### src/rtl/uart_pkg.sv
// rtl/uart_pkg.sv - shared register map, bit positions and serializer state encoding for uart_tx_port
package uart_pkg;

  localparam logic REG_DATA = 1'b0;
  localparam logic REG_CTRL = 1'b1;

  localparam int ST_BUSY   = 0;
  localparam int ST_FULL   = 1;
  localparam int ST_EMPTY  = 2;
  localparam int ST_OVR    = 3;
  localparam int ST_IRQ_EN = 7;

  localparam int CTRL_OVR_CLR = 3;
  localparam int CTRL_IRQ_EN  = 7;

  typedef enum logic [1:0] {
    IDLE,
    START,
    DATA,
    STOP
  } tx_state_e;

  function automatic logic [7:0] pack_status(input logic irq_en, input logic ovr,
                                             input logic empty, input logic full,
                                             input logic busy);
    logic [7:0] s;
    s = 8'h00;
    s[ST_IRQ_EN] = irq_en;
    s[ST_OVR]    = ovr;
    s[ST_EMPTY]  = empty;
    s[ST_FULL]   = full;
    s[ST_BUSY]   = busy;
    return s;
  endfunction

endpackage

### src/rtl/uart_tx_port_sync_fifo.sv
// rtl/uart_tx_port_sync_fifo.sv - single-clock FIFO with wrap-bit pointers and show-ahead read data
module sync_fifo #(
  parameter int WIDTH = 8,
  parameter int DEPTH = 8
) (
  input  logic             clk,
  input  logic             rst_n,
  input  logic             push,
  input  logic             pop,
  input  logic [WIDTH-1:0] wdata,
  output logic [WIDTH-1:0] rdata,
  output logic             full,
  output logic             empty
);

  localparam int AW = $clog2(DEPTH);

  logic [WIDTH-1:0] mem_q [DEPTH];
  logic [AW:0]      wr_ptr_q, rd_ptr_q;
  logic             do_push, do_pop;

  assign empty   = (wr_ptr_q == rd_ptr_q);
  assign full    = (wr_ptr_q[AW] != rd_ptr_q[AW]) && (wr_ptr_q[AW-1:0] == rd_ptr_q[AW-1:0]);
  assign do_push = push & ~full;
  assign do_pop  = pop & ~empty;
  assign rdata   = mem_q[rd_ptr_q[AW-1:0]];

  always_ff @(posedge clk or negedge rst_n) begin
    if (!rst_n) begin
      wr_ptr_q <= '0;
      rd_ptr_q <= '0;
    end else begin
      if (do_push) wr_ptr_q <= wr_ptr_q + (AW+1)'(1);
      if (do_pop)  rd_ptr_q <= rd_ptr_q + (AW+1)'(1);
    end
  end

  // Storage is not reset; only the pointers define which entries are valid.
  always_ff @(posedge clk) begin
    if (do_push) mem_q[wr_ptr_q[AW-1:0]] <= wdata;
  end

endmodule

### src/rtl/uart_tx_port.sv
// rtl/uart_tx_port.sv - I/O-mapped 8N1 transmitter: bus decode, CSRs, TX FIFO and baud serializer
module uart_tx_port
  import uart_pkg::*;
#(
  parameter int BAUD_DIV   = 434,
  parameter int FIFO_DEPTH = 8
) (
  input  logic       clk,
  input  logic       rst_n,
  input  logic       cs_n,
  input  logic       rd_n,
  input  logic       wr_n,
  input  logic       a0,
  input  logic [7:0] din,
  output logic [7:0] dout,
  output logic       tx,
  output logic       irq
);

  localparam logic [15:0] BAUD_LOAD = 16'(BAUD_DIV - 1);

  tx_state_e   state_q;
  logic        tx_q;
  logic [7:0]  shift_q;
  logic [2:0]  bit_cnt_q;
  logic [15:0] baud_q;
  logic        wr_act_q, ovr_q, irq_en_q, irq_q;
  logic [7:0]  dout_q, dout_d;

  logic       wr_act, rd_act, wr_ev, data_wr, ctrl_wr;
  logic       fifo_push, fifo_pop, fifo_full, fifo_empty;
  logic [7:0] fifo_rdata;
  logic       baud_done, busy;

  assign wr_act    = ~cs_n & ~wr_n;
  assign rd_act    = ~cs_n & ~rd_n;
  assign wr_ev     = wr_act & ~wr_act_q;
  assign data_wr   = wr_ev & (a0 == REG_DATA);
  assign ctrl_wr   = wr_ev & (a0 == REG_CTRL);
  assign fifo_push = data_wr & ~fifo_full;
  assign baud_done = (baud_q == 16'd0);
  assign busy      = (state_q != IDLE);
  assign fifo_pop  = ~fifo_empty & ((state_q == IDLE) | ((state_q == STOP) & baud_done));

  sync_fifo #(.WIDTH(8), .DEPTH(FIFO_DEPTH)) u_fifo (
    .clk   (clk),
    .rst_n (rst_n),
    .push  (fifo_push),
    .pop   (fifo_pop),
    .wdata (din),
    .rdata (fifo_rdata),
    .full  (fifo_full),
    .empty (fifo_empty)
  );

  always_ff @(posedge clk or negedge rst_n) begin
    if (!rst_n) begin
      state_q   <= IDLE;
      tx_q      <= 1'b1;
      shift_q   <= 8'h00;
      bit_cnt_q <= 3'd0;
      baud_q    <= 16'd0;
    end else begin
      case (state_q)
        IDLE: begin
          if (!fifo_empty) begin
            state_q <= START;
            tx_q    <= 1'b0;
            shift_q <= fifo_rdata;
            baud_q  <= BAUD_LOAD;
          end
        end
        START: begin
          if (baud_done) begin
            state_q   <= DATA;
            tx_q      <= shift_q[0];
            shift_q   <= shift_q >> 1;
            bit_cnt_q <= 3'd0;
            baud_q    <= BAUD_LOAD;
          end else begin
            baud_q <= baud_q - 16'd1;
          end
        end
        DATA: begin
          if (baud_done) begin
            baud_q <= BAUD_LOAD;
            if (bit_cnt_q == 3'd7) begin
              state_q <= STOP;
              tx_q    <= 1'b1;
            end else begin
              tx_q      <= shift_q[0];
              shift_q   <= shift_q >> 1;
              bit_cnt_q <= bit_cnt_q + 3'd1;
            end
          end else begin
            baud_q <= baud_q - 16'd1;
          end
        end
        STOP: begin
          if (baud_done) begin
            // Chain straight into the next start bit so queued bytes leave with no idle gap.
            if (!fifo_empty) begin
              state_q <= START;
              tx_q    <= 1'b0;
              shift_q <= fifo_rdata;
              baud_q  <= BAUD_LOAD;
            end else begin
              state_q <= IDLE;
            end
          end else begin
            baud_q <= baud_q - 16'd1;
          end
        end
        default: state_q <= IDLE;
      endcase
    end
  end

  always_comb begin
    dout_d = dout_q;
    if (rd_act) dout_d = (a0 == REG_CTRL) ? pack_status(irq_en_q, ovr_q, fifo_empty, fifo_full, busy)
                                          : 8'h00;
  end

  always_ff @(posedge clk or negedge rst_n) begin
    if (!rst_n) begin
      wr_act_q <= 1'b0;
      ovr_q    <= 1'b0;
      irq_en_q <= 1'b0;
      irq_q    <= 1'b0;
      dout_q   <= 8'h00;
    end else begin
      wr_act_q <= wr_act;
      dout_q   <= dout_d;
      irq_q    <= irq_en_q & fifo_empty & ~busy;
      if (data_wr && fifo_full) ovr_q <= 1'b1;
      else if (ctrl_wr && din[CTRL_OVR_CLR]) ovr_q <= 1'b0;
      if (ctrl_wr) irq_en_q <= din[CTRL_IRQ_EN];
    end
  end

  assign dout = dout_q;
  assign tx   = tx_q;
  assign irq  = irq_q;

endmodule
### config.mk
export PLATFORM = sky130hd
export DESIGN_NAME = uart_tx_port
export DESIGN_NICKNAME = d
export VERILOG_FILES = /design/src/rtl/uart_pkg.sv /design/src/rtl/uart_tx_port_sync_fifo.sv /design/src/rtl/uart_tx_port.sv
export SDC_FILE = /design/constraint.sdc
export NUM_CORES = 1
export LEC_CHECK = 0
export CELL_PAD_IN_SITES_DETAIL_PLACEMENT = 1
export CELL_PAD_IN_SITES_GLOBAL_PLACEMENT = 2
export CORE_MARGIN = 2
export CORE_UTILIZATION = 25
export DETAILED_ROUTE_END_ITERATION = 7
export PLACE_DENSITY_LB_ADDON = 0.1
export REMOVE_ABC_BUFFERS = 1
export SLEW_MARGIN = 20
export SYNTH_ARGS = -nofsm -noshare
export SYNTH_HDL_FRONTEND = slang
export SYNTH_SLANG_ARGS = --single-unit
### constraint.sdc
create_clock -name clk -period 3.15 [get_ports clk]
set_input_delay 0.945 -clock clk [delete_from_list [all_inputs] [get_ports clk]]
set_output_delay 0.945 -clock clk [all_outputs]
set_load 0.01 [all_outputs]
==> reports/metrics.json <==
{
  "synth": {
    "netlist_instances": 359,
    "yosysUniqueCellTypes": 56,
    "sequential_cell_area_fraction_in_the_yosys_report": 0.620,
    "async_flop_share": 0.423,
    "syn_area_um2": 5000,
    "synth_enable_flop_cells": 64,
    "synth_area_per_cell_um2": 13.9,
    "ys.warnings.count": 0,
    "synth-seq-cells": 111,
    "dominantRegCellSynth": "edfxtp_1"
  },
  "job": {
    "maxCapViolations": 0
  },
  "timing": {
    "final.setup.tns_ns": 0,
    "final_setup_violation_count": 0,
    "worst-slew-pin-transition_ns": 0.632,
    "maxSlewViolCount": 0,
    "timing.final.hold_violations": 0,
    "slew_headroom": 0.579,
    "worst_skew_ns": 0.00921,
    "part_of_the_cycle_the_worst_path_needs": 0.825,
    "min_tclk_post_route_ns": 2.60,
    "max_clock_freq_ghz": 0.385,
    "grt_setup_unrepaired": "false"
  },
  "min_path": {
    "timing.hold.worst.class": "reg -> reg"
  },
  "placement": {
    "detailedPlacementHpwl_mm": 8.56,
    "port_buffers": 20,
    "gp_routability_congestion": 0.690
  },
  "power_and_ir_drop": {
    "design_power_total_uw": 5600,
    "static-leakage-power_uw": 0.00232,
    "ir_worst_vdd_mv": 0.383,
    "power.density_nw_per_um2": 945
  },
  "detailed_routing": {
    "drc_marker_count_from_the_first_detailed_route_iteration": 133,
    "drt_drc_violations_left": 0,
    "routed_wl_mm": 12.5,
    "routed_via_density": 4.54,
    "route.met2.wl_mm": 5.64,
    "detailed_route_wire_length_on_metal_1_mm": 6.44,
    "ant_nets": 0,
    "routed.top_layer": "met4",
    "detailroute.wirelength.met3_um": 253,
    "detailroute.via_count": 3008,
    "drt-pass1-iter-count": 4,
    "wl_per_instance_um": 18.9
  },
  "floorplanning": {
    "floorplan.die_area_um2": 21200,
    "fp-row-count": 51,
    "ports": 24,
    "floorplan.core_area_um2": 19500,
    "die-width_um": 145,
    "die_y_um": 145,
    "floorplan.initialDensity": 0.256
  },
  "final_layout": {
    "final_layout_size_suffix_gt1_frac": 0.184,
    "areaGrowthSynthToFinish_pct": 18.6,
    "final_antenna_diode_count": 0,
    "layout.nets": 416
  },
  "critical_path": {
    "cp-end-kind": "flop",
    "critical_path.max_fanout": 8,
    "critical_path.slowest_cell": "clkdlybuf4s50_1",
    "cp.buffers_inverters": 2,
    "worst_setup_path_start_kind": "input port",
    "worstSetupPathType": "in -> reg",
    "cp_slowest_stage_delay_ns": 0.44,
    "critical_path_arrival_ns": 2.67,
    "critical_path.cell_chain": "clkdlybuf4s50_1 -> nor3_1 -> nor3b_2 -> nand2b_1 -> nor3b_1 -> buf_4",
    "crit_required_ns": 3.22,
    "path_delay_family": "simple AND/OR/NAND/NOR gates"
  },
  "clocking": {
    "post-cts-setup-buffers": 0,
    "post_cts_resize_count": 0,
    "cts_max_level": 3,
    "clock_tree.buffer_depth": 2,
    "worstSkewPairLatency_ns": 0.36,
    "numCtsBuffers": 9,
    "clock_tree_from_tritoncts": "built",
    "cts_root_buf": "clkbuf_16",
    "holdBufCountCts": 0,
    "clkSinkCount": 111,
    "worst_setup_hold_path_clk_slew_ns": 0.08
  },
  "global_routing": {
    "global_route.overflow_total": 0,
    "grt_start_max_net_pins": 26,
    "grt_pass1_wl_mm": 19.8,
    "grt_antenna_before_repair": 0,
    "globalRouteTotalUtil": 0.123,
    "first_global_vias": 3215
  },
  "status": {
    "run_status": "completed"
  }
}
-- power breakdown --
group	internal [uW]	total, uW	switching, uW
Sequential	1790	2030	239
Combinational	1060	2310	1250
Clock	652	1270	614
Total	3500	5600	2100
-- routing by layer --
metal / global-route usage / up-vias
met5: 0 / -
met3: 0.0248 / 9
met2: 0.189 / 24
li1: - / 1423
met1: 0.177 / 1552
met4: 0.0353 / 0
-- logic make-up (layout without fill, tap and decap cells) --
family | count (synthesis) | count (layout) | share of synthesized area
buffers and inverters | 28 | 64 | 0.0258
other | 1 | 3 | 0.000750
adders and majority gates | 10 | 10 | 0.0250
AOI/OAI and AO/OA | 59 | 59 | 0.0803
xor gates and xnor gates | 11 | 11 | 0.0193
muxes | 36 | 36 | 0.120
and+or+nand+nor | 103 | 103 | 0.109
DFF | 111 | 111 | 0.620
-- worst min-delay path, cell delays in order, from the launching register on --
cell and delay, ns:
dfrtp_1 0.35, nand2_1 0.05, o21ai_0 0.06
-- cell usage in the layout, fill, tap and decap left out, types with 4 or more instances in the layout --
master           netlist  routed
a211o_1                4       4
clkdlybuf4s50_1        0      19
o22a_1                 4       4
nor3b_1                7       7
mux2i_1                9       9
o21ai_0               15      15
nand2_1               33      33
a22o_1                 4       4
nand2b_1               4       4
buf_4                  3      20
nor2_1                14      14
a21o_1                 4       4
nor3_1                17      17
a21oi_1               11      11
xor2_1                 8       8
edfxtp_1              64      64
mux2_4                 7       7
inv_1                  7       7
clkbuf_16              0       9
dfrtp_1               46      46
and3_1                 7       7
ha_1                  10      10
mux4_2                16      16
mux2_2                 4       4
nand3_1                5       5
-- sequential cells by signal, summed over array words and instances, names as in the netlist, 2 cells and up --
| register | flops |
|---|---|
| u_fifo.mem_q | 64 |
| shift_q | 8 |
| u_fifo.rd_ptr_q | 4 |
| dout | 5 |
| bit_cnt_q | 3 |
| state_q | 2 |
| u_fifo.wr_ptr_q | 4 |
| baud_q | 16 |
-- final timing paths --
path | cells past startpoint | slack (ns) | start | end
min in group asynchronous | 1 | 0.60 | rst_n | baud_q[8]
hold / removal | 2 | 0.49 | dout[3] | dout[3]
hold reg to reg | 2 | 0.49 | dout[3] | dout[3]
max in group asynchronous | 2 | 1.98 | rst_n | baud_q[13]
setup / recovery | 6 | 0.55 | cs_n | u_fifo.mem_q[1][6]
setup reg to reg | 5 | 0.63 | baud_q[10] | shift_q[3]
-- synthesized netlist by cell type (3+ instances only) --
cell,count,share of area
mux2_4,7,0.021
nor3b_1,7,0.011
clkbuf_1,11,0.0083
xor2_1,8,0.014
and3_1,7,0.0088
nand2b_1,4,0.0050
o22a_1,4,0.0070
buf_4,3,0.0045
nor3_1,17,0.017
edfxtp_1,64,0.38
mux2i_1,9,0.018
dfrtp_1,46,0.23
a31oi_1,3,0.0038
buf_2,4,0.0040
a21oi_1,11,0.011
a22o_1,4,0.0070
xnor2_1,3,0.0053
mux2_2,4,0.0090
inv_1,7,0.0053
o21ai_0,15,0.015
mux4_2,16,0.072
a211o_1,4,0.0070
nand2_1,33,0.025
ha_1,10,0.025
a21o_1,4,0.0060
nor2_1,14,0.011
nand3_1,5,0.0050
-- cell type report --
cell class	instances	area, um2
multi-input combinational	222	1780
tap	265	332
clock buffer	9	225
timing repair buffer	41	365
sequential	111	3100
fill	2125	13600
clock inverter	7	105
inverter	7	26.3
-- metrics by stage --
stage,hold WS (ns),area (um2),std cells,worst slack (ns),utilization
2_1_floorplan,0.462,4910,340,0.237,-
3_3_place_gp,0.469,5600,646,0.185,0.287
3_5_place_dp,0.475,5600,646,0.127,0.287
4_1_cts,0.494,5930,662,0.501,0.304
5_1_grt,0.512,5930,662,0.372,0.304
6_report,0.486,5930,662,0.552,0.304
(Power assumes the default switching activity.)
